===== config.mk =====
export PLATFORM = sky130hd
export DESIGN_NAME = seq_mult_shift_add
export DESIGN_NICKNAME = d
export VERILOG_FILES = /design/src/rtl/seq_mult_shift_add.sv
export SDC_FILE = /design/constraint.sdc
export NUM_CORES = 1
export LEC_CHECK = 0
export ABC_AREA = 1
export ABC_CLOCK_PERIOD_IN_PS = 2600
export CAP_MARGIN = 20
export CORE_MARGIN = 10
export CORE_UTILIZATION = 37
export DETAILED_ROUTE_END_ITERATION = 10
export PLACE_DENSITY_LB_ADDON = 0.05
export SETUP_SLACK_MARGIN = 0.4
export SYNTH_ARGS = -nofsm -noshare
export SYNTH_HDL_FRONTEND = slang
export SYNTH_SLANG_ARGS = --single-unit
export TNS_END_PERCENT = 5

===== constraint.sdc =====
create_clock -name clk -period 2.6 [get_ports clk]
set_input_delay 0.39 -clock clk [delete_from_list [all_inputs] [get_ports clk]]
set_output_delay 0.39 -clock clk [all_outputs]
set_load 0.01 [all_outputs]

===== src/rtl/seq_mult_shift_add.sv =====
// Radix-2 shift-and-add sequential multiplier with start/ready/done handshake and signed/unsigned mode.
// Define SEQ_MULT_EARLY_TERM_EN to let CALC stop once the remaining multiplier bits are all zero.
module seq_mult_shift_add #(
  parameter int WIDTH = 16,
  parameter int CNT_W = $clog2(WIDTH) + 1
) (
  input  logic                 clk,
  input  logic                 rst,
  input  logic                 start,
  input  logic                 is_signed,
  input  logic [WIDTH-1:0]     a_in,
  input  logic [WIDTH-1:0]     b_in,
  output logic                 ready,
  output logic                 busy,
  output logic                 done,
  output logic [2*WIDTH-1:0]   product
);

  localparam logic [1:0] S_IDLE = 2'd0;
  localparam logic [1:0] S_CALC = 2'd1;
  localparam logic [1:0] S_DONE = 2'd2;

  logic [1:0]         state_q, state_d;
  logic [WIDTH-1:0]   ma_q, ma_d;
  logic [WIDTH-1:0]   mb_q, mb_d;
  logic [WIDTH-1:0]   acc_hi_q, acc_hi_d;
  logic [WIDTH-1:0]   acc_lo_q, acc_lo_d;
  logic [CNT_W-1:0]   cnt_q, cnt_d;
  logic               neg_q, neg_d;
  logic [2*WIDTH-1:0] product_q, product_d;

  logic [WIDTH-1:0]   a_mag, b_mag;
  logic [WIDTH:0]     sum;
  logic               calc_exit;
  logic [2*WIDTH-1:0] mag;

  // Magnitude of the most negative value is 2^(WIDTH-1), which still fits unsigned.
  assign a_mag = (is_signed && a_in[WIDTH-1]) ? -a_in : a_in;
  assign b_mag = (is_signed && b_in[WIDTH-1]) ? -b_in : b_in;
  assign sum   = {1'b0, acc_hi_q} + (mb_q[0] ? {1'b0, ma_q} : {(WIDTH+1){1'b0}});

`ifdef SEQ_MULT_EARLY_TERM_EN
  logic [CNT_W-1:0] shamt;
  assign calc_exit = (cnt_q == CNT_W'(WIDTH)) || ((cnt_q != '0) && (mb_q == '0));
  // Partial result sits WIDTH-cnt bits too high; realign before signing.
  assign shamt     = CNT_W'(WIDTH) - cnt_q;
  assign mag       = {acc_hi_q, acc_lo_q} >> shamt;
`else
  assign calc_exit = (cnt_q == CNT_W'(WIDTH));
  assign mag       = {acc_hi_q, acc_lo_q};
`endif

  always_comb begin
    state_d   = state_q;
    ma_d      = ma_q;
    mb_d      = mb_q;
    acc_hi_d  = acc_hi_q;
    acc_lo_d  = acc_lo_q;
    cnt_d     = cnt_q;
    neg_d     = neg_q;
    product_d = product_q;
    case (state_q)
      S_IDLE: begin
        if (start) begin
          ma_d     = a_mag;
          mb_d     = b_mag;
          neg_d    = is_signed & (a_in[WIDTH-1] ^ b_in[WIDTH-1]);
          acc_hi_d = '0;
          acc_lo_d = '0;
          cnt_d    = '0;
          state_d  = S_CALC;
        end
      end
      S_CALC: begin
        if (calc_exit) begin
          product_d = neg_q ? -mag : mag;
          state_d   = S_DONE;
        end else begin
          // {carry, acc_hi, acc_lo} shifts right; product bits fill acc_lo from the top.
          acc_hi_d = sum[WIDTH:1];
          acc_lo_d = {sum[0], acc_lo_q[WIDTH-1:1]};
          mb_d     = mb_q >> 1;
          cnt_d    = cnt_q + 1'b1;
        end
      end
      S_DONE: state_d = S_IDLE;
      default: state_d = S_IDLE;
    endcase
  end

  always_ff @(posedge clk) begin
    if (rst) begin
      state_q   <= S_IDLE;
      ma_q      <= '0;
      mb_q      <= '0;
      acc_hi_q  <= '0;
      acc_lo_q  <= '0;
      cnt_q     <= '0;
      neg_q     <= 1'b0;
      product_q <= '0;
    end else begin
      state_q   <= state_d;
      ma_q      <= ma_d;
      mb_q      <= mb_d;
      acc_hi_q  <= acc_hi_d;
      acc_lo_q  <= acc_lo_d;
      cnt_q     <= cnt_d;
      neg_q     <= neg_d;
      product_q <= product_d;
    end
  end

  assign ready   = (state_q == S_IDLE);
  assign busy    = (state_q == S_CALC) || (state_q == S_DONE);
  assign done    = (state_q == S_DONE);
  assign product = product_q;

endmodule


### Word-level counts from Yosys, hierarchy flattened

Index checks and enable logic that the tools add are counted.

| operators by class | value |
|---|---|
| $add $sub $neg | 5 |
| eq/ne operators | 6 |
| muxes and demuxes | 18 |
| bitwise operators | 2 |
| reduce and logical (&&, ||, !) cells | 9 |

Operators by type and width:

| cell | count |
|---|---|
| $mux W16 | 8 |
| $pmux W16 S2 | 3 |
| $mux W32 | 1 |
| $neg A16 Y16 | 2 |
| $neg A32 Y32 | 1 |
| $add A16 B16 Y17 | 1 |
| $mux W5 | 2 |
| $pmux W5 S2 | 1 |
| $ne A2 B2 Y1 const B | 3 |
| $reduce_and A2 Y1 | 3 |
| $add A5 B1 Y5 const B | 1 |
| $eq A5 B5 Y1 const B | 1 |
| $mux W2 | 2 |
| $pmux W2 S2 | 1 |
| $reduce_and A3 Y1 | 1 |
| $eq A2 B1 Y1 const B | 1 |
| $eq A2 B2 Y1 const B | 1 |
| $logic_and A1 B1 Y1 | 2 |
| $logic_not A2 Y1 | 1 |
| $reduce_bool A2 Y1 | 1 |
| $and A1 B1 Y1 | 1 |
| $logic_or A1 B1 Y1 | 1 |
| $xor A1 B1 Y1 | 1 |

| storage, ports and cells | value |
|---|---|
| register bits | 104 |
| input port bits | 36 |
| output and inout bits | 35 |
| word-level logic and storage cells | 48 |

### Depth between registers and ports, before layout

| logic depth | value |
|---|---|
| depth after elaboration | 4 |
| mapped depth | 17 |
| mapped depth without buffers | 15 |

### Worst setup path before layout

Ideal clock, no wire load.

| path | value |
|---|---|
| path kind | register to register |
| from | register mb_q[0] |
| to | register acc_hi_q[13] |
| library setup time | 0.132 ns |
| arrival | 2.134 ns |
| data required time | 2.468 ns |
| path slack | 0.333 ns |
| cell stages (with the launch flop) | 18 |
| path buffers | 2 |
| period minus slack after synthesis | 2.267 ns |
| path through | dfxtp_1 -> clkbuf_1 -> clkbuf_1 -> nand2_1 -> inv_1 -> ha_1 -> inv_1 -> fa_1 -> inv_1 -> nand3_1 -> nand3_1 -> nand2_1 -> nand2_1 -> nand2_1 -> nand2_1 -> nand2_1 -> nand3_1 -> a21oi_1 |

| between the ends | value |
|---|---|
| word-level cells in the longest chain between the ends | 4 |

RTL lines:

| item | line | source |
|---|---|---|
| start: declaration | 25 | `logic [WIDTH-1:0] mb_q, mb_d;` |
| start signal: assignment | 104 | `mb_q <= mb_d;` |
| $mux W16 | 40 | `assign sum = {1'b0, acc_hi_q} + (mb_q[0] ? {1'b0, ma_q} : {(WIDTH+1){1'b0}});` |
| $add A16 B16 Y17 | 40 |  |
| $mux W16 | 75 | `if (calc_exit) begin` |
| $pmux W16 S2 | 62 | `case (state_q)` |
| end signal: assignment | 105 | `acc_hi_q <= acc_hi_d;` |
| end: declaration | 26 | `logic [WIDTH-1:0] acc_hi_q, acc_hi_d;` |

Every way passes these cells. The select of a mux whose other input is x is not followed.
A chain may end at the register's enable or synchronous reset.

### Final worst setup path

| path | value |
|---|---|
| from | register state_q[0] |
| to | output busy |

| between the ends | value |
|---|---|
| word-level cells in the longest chain between the ends | 2 |
| elaborated cells between the ends (all ways) | 3 |
| those cells by class | eq/ne (2); reduce/logical (1) |

RTL lines:

| item | line | source |
|---|---|---|
| start: declaration | 23 | `logic [1:0] state_q, state_d;` |
| start signal: assignment | 102 | `state_q <= state_d;` |
| $eq A2 B1 Y1 / $eq A2 B2 Y1 (equally long branches) | 114 | `assign busy = (state_q == S_CALC) \|\| (state_q == S_DONE);` |
| $logic_or A1 B1 Y1 * | 114 |  |
| end: declaration | 14 | `output logic busy,` |

Every way passes the cells marked *; elsewhere a longest branch is shown, timed or not.

==> metrics.cfg <==
[status]
status = complete, no violations

[clock_tree]
h-tree-depth = 3
cts_buffers = 9
clkSinkCount = 104
cts_tree = built
hold_buffers = 0
clockRootBuffer = clkbuf_16
cts_resized = 0
cts.path.max_buffers = 2
cts_setup_buffers = 0
clkLatencyLatePin_ps = 360
clk_pin_slew_ps = 80

[placed_design]
place.gp.congestion = 0.8636
hpwl_mm = 14.47
io_buffers = 70
placed_cells_incl_taps = 1340
place_worst_setup_slack_ps = 502.2

[cells_and_area]
nets = 1183
drive_gt1_share_pct = 5.413
regArea_sq_um = 2088
multi_input_area_sq_um = 3933
instances_no_fill = 1356
diodes = 0
nFillCells = 1957
area_growth_syn_to_layout_pct = 17.77

[global_routing]
globalRoute.totalOverflow = 0
grt_pass1_wl_mm = 31.62
grt_max_degree = 51
first_global_vias = 6156
antenna_found_initial = 0
grt_usage_pct = 15.80

[run]
maxCapViolCount = 0

[routing]
wl_per_cell_um = 14.03
vias = 6613
drc = 0
totalWireLength_mm = 19.02
viasPerCell = 4.877
drtIter0Drc = 367
ant_nets = 0
first_pass_iters = 5

[synthesis]
synthSimpleGateAreaFrac_pct = 32.76
postSynthAreaPerCell_sq_um = 6.283
postSynth.asyncResetShare_pct = 0
synth_cell_types = 45
synth_top_flop_cell = dfxtp_1
synth_fa_ha_area_share_pct = 4.773
ys_seq_elements = 104
ys_seq_area_share_pct = 31.03
netlist_area_sq_um = 6710
syn-num-nets = 1129
ys_warn_count = 0
synth_edf_count = 0
synth-xor-area-share_pct = 3.263
synthesis.instances = 1068
synth_top_family_by_area = simple AND/OR/NAND/NOR gates
synth_compound_area_share_pct = 17.70
synth.area.mux_share_pct = 0

[power]
power.density_nw_per_um2 = 486.3
pwr-share-comb_pct = 19.3
sw_frac_of_total_pct = 32.38
power_frac_clock_pct = 36.4
irDropWorstVdd_mv = 0.3230
p_int_mw = 2.599
leakage_nw = 3.767
switching_power_mw = 1.244
sequentialPowerShare_pct = 44.3

[floorplanning]
core.rowCount = 49
start_util_pct = 37.48
die_w_um = 154.7
design.die.area_sq_um = 23920
boundaryPins = 71
core_area_sq_um = 17900
die_h_um = 154.7

[setup_path]
end_kind = primary output
cp_data_required_time_ps = 2210
critPathLaunchType = flip-flop
crit_fanout = 3
crit_type = reg2out
worstPathArrival_ps = 1590

[timing]
finalCritPeriodShare_pct = 76.05
worst_slack_ps = 622.7
setup_viol = 0
holdWs_ps = 325.0
finClkSkew_ps = 7.285
fin_setup_tns_ps = 0
layout_min_cycle_time_ps = 1977
max_clock_freq_ghz = 0.5057
rsz0062_at_grt = no
finalHoldViolCount = 0
drv_slew = 0
tightest_slew_ps = 603.5
slew_headroom_pct = 59.77

[worst_hold_path]
worstHoldPathType = in2reg

-- registers in the layout, summed over array words and instances, names as in the netlist --
signal    flops
state_q       2
cnt_q         5
neg_q         1
mb_q         16
acc_hi_q     16
product      32
ma_q         16
acc_lo_q     16
-- cell families (layout without fill, tap and decap cells) --
group | after synthesis | in the layout
AND/OR/NAND/NOR | 528 | 528
AO/OA/AOI/OAI | 217 | 217
buffers and inverters | 169 | 228
flip-flops | 104 | 104
adder cells (fa/ha/maj) | 25 | 25
XOR/XNOR | 25 | 25
-- path summary, 6_finish.rpt --
kind	start	endpoint	slack, ps	cells after the start
setup / recovery	state_q[0]$_SDFFE_PP0P_	busy	620	3
hold / removal	rst	cnt_q[0]$_SDFFE_PP0P_	320	4
setup reg to reg	mb_q[0]$_SDFFE_PP0P_	acc_hi_q[13]$_SDFFE_PP0P_	670	15
hold reg to reg	mb_q[15]$_SDFFE_PP0P_	mb_q[15]$_SDFFE_PP0P_	470	2
-- cell usage after synthesis (2+ instances only) --
cell,count,area share [%]
inv_2,2,0.11
a211oi_1,5,0.56
or2_2,2,0.19
nand3_1,73,5.4
nand4_1,10,0.93
nand2_1,290,16
clkbuf_1,18,1.0
nor2_1,126,7.0
buf_2,12,0.90
a31oi_1,3,0.28
buf_4,8,0.90
buf_6,3,0.50
xor2_1,20,2.6
inv_1,123,6.9
o21a_1,13,1.5
nand3b_1,6,0.67
o21ai_2,2,0.26
nor3_1,2,0.15
o211ai_1,7,0.78
ha_1,24,4.5
o21bai_1,4,0.45
o21ai_0,63,4.7
o221ai_1,2,0.26
a21oi_1,108,8.1
nor2_2,5,0.47
o21ai_1,7,0.52
dfxtp_1,104,31
xnor2_1,5,0.65
nand2_2,5,0.47
-- layer usage --
layer	up-vias	share of wire (%)	routed length [um]	track usage, %
met4	0	0.69	131	2.969
met5	-	0	0	0
li1	3556	-	-	-
met1	2949	52	9954	22.52
met2	100	43	8168	23.66
met3	8	4.0	770	3.744
-- final cells by class --
type	instances	area share, %
clock buffer	9	2.850
clock inverter	7	0.9025
inverter	127	6.048
multi-input combinational	795	49.76
sequential	104	26.42
tap	229	3.626
timing repair buffer	85	10.39
-- worst max-delay path: stages (launching register included) --
cell,delay [ps]
dfxtp_1,360
inv_1,70
ha_1,270
clkdlybuf4s50_1,530
-- power by group through the flow --
stage	sequential (mW)	combinational (mW)	clock, mW
floorplan	1.72	0.525	0
global placement	1.74	0.743	0
detailed placement	1.74	0.740	0
CTS	1.70	0.744	1.45
global route	1.71	0.840	1.51
finish	1.70	0.741	1.40
-- cells in the final DEF (no fill, tap or decap), types with 4 or more instances in the layout --
cell             instances
a211oi_1                 5
a21oi_1                108
buf_4                   14
clkbuf_16                9
clkdlybuf4s50_1         69
dfxtp_1                101
ha_1                    24
inv_1                  122
nand2_1                289
nand2_2                  6
nand3_1                 72
nand3b_1                 6
nand4_1                 10
nor2_1                 126
nor2_2                   5
o211ai_1                 7
o21a_1                  13
o21ai_0                 63
o21ai_1                  7
o21bai_1                 4
xnor2_1                  5
xor2_1                  20
-- stage by stage --
| step | power (mW) | util [%] | instance area (sq um) |
|---|---|---|---|
| after floorplan | 2.244 | - | 6711 |
| after global placement | 2.480 | 42.41 | 7592 |
| after detailed placement | 2.478 | 42.41 | 7592 |
| after CTS | 3.890 | 44.07 | 7889 |
| after global routing | 4.059 | 44.14 | 7903 |
| final | 3.843 | 44.14 | 7903 |
(Power assumes the default switching activity.)
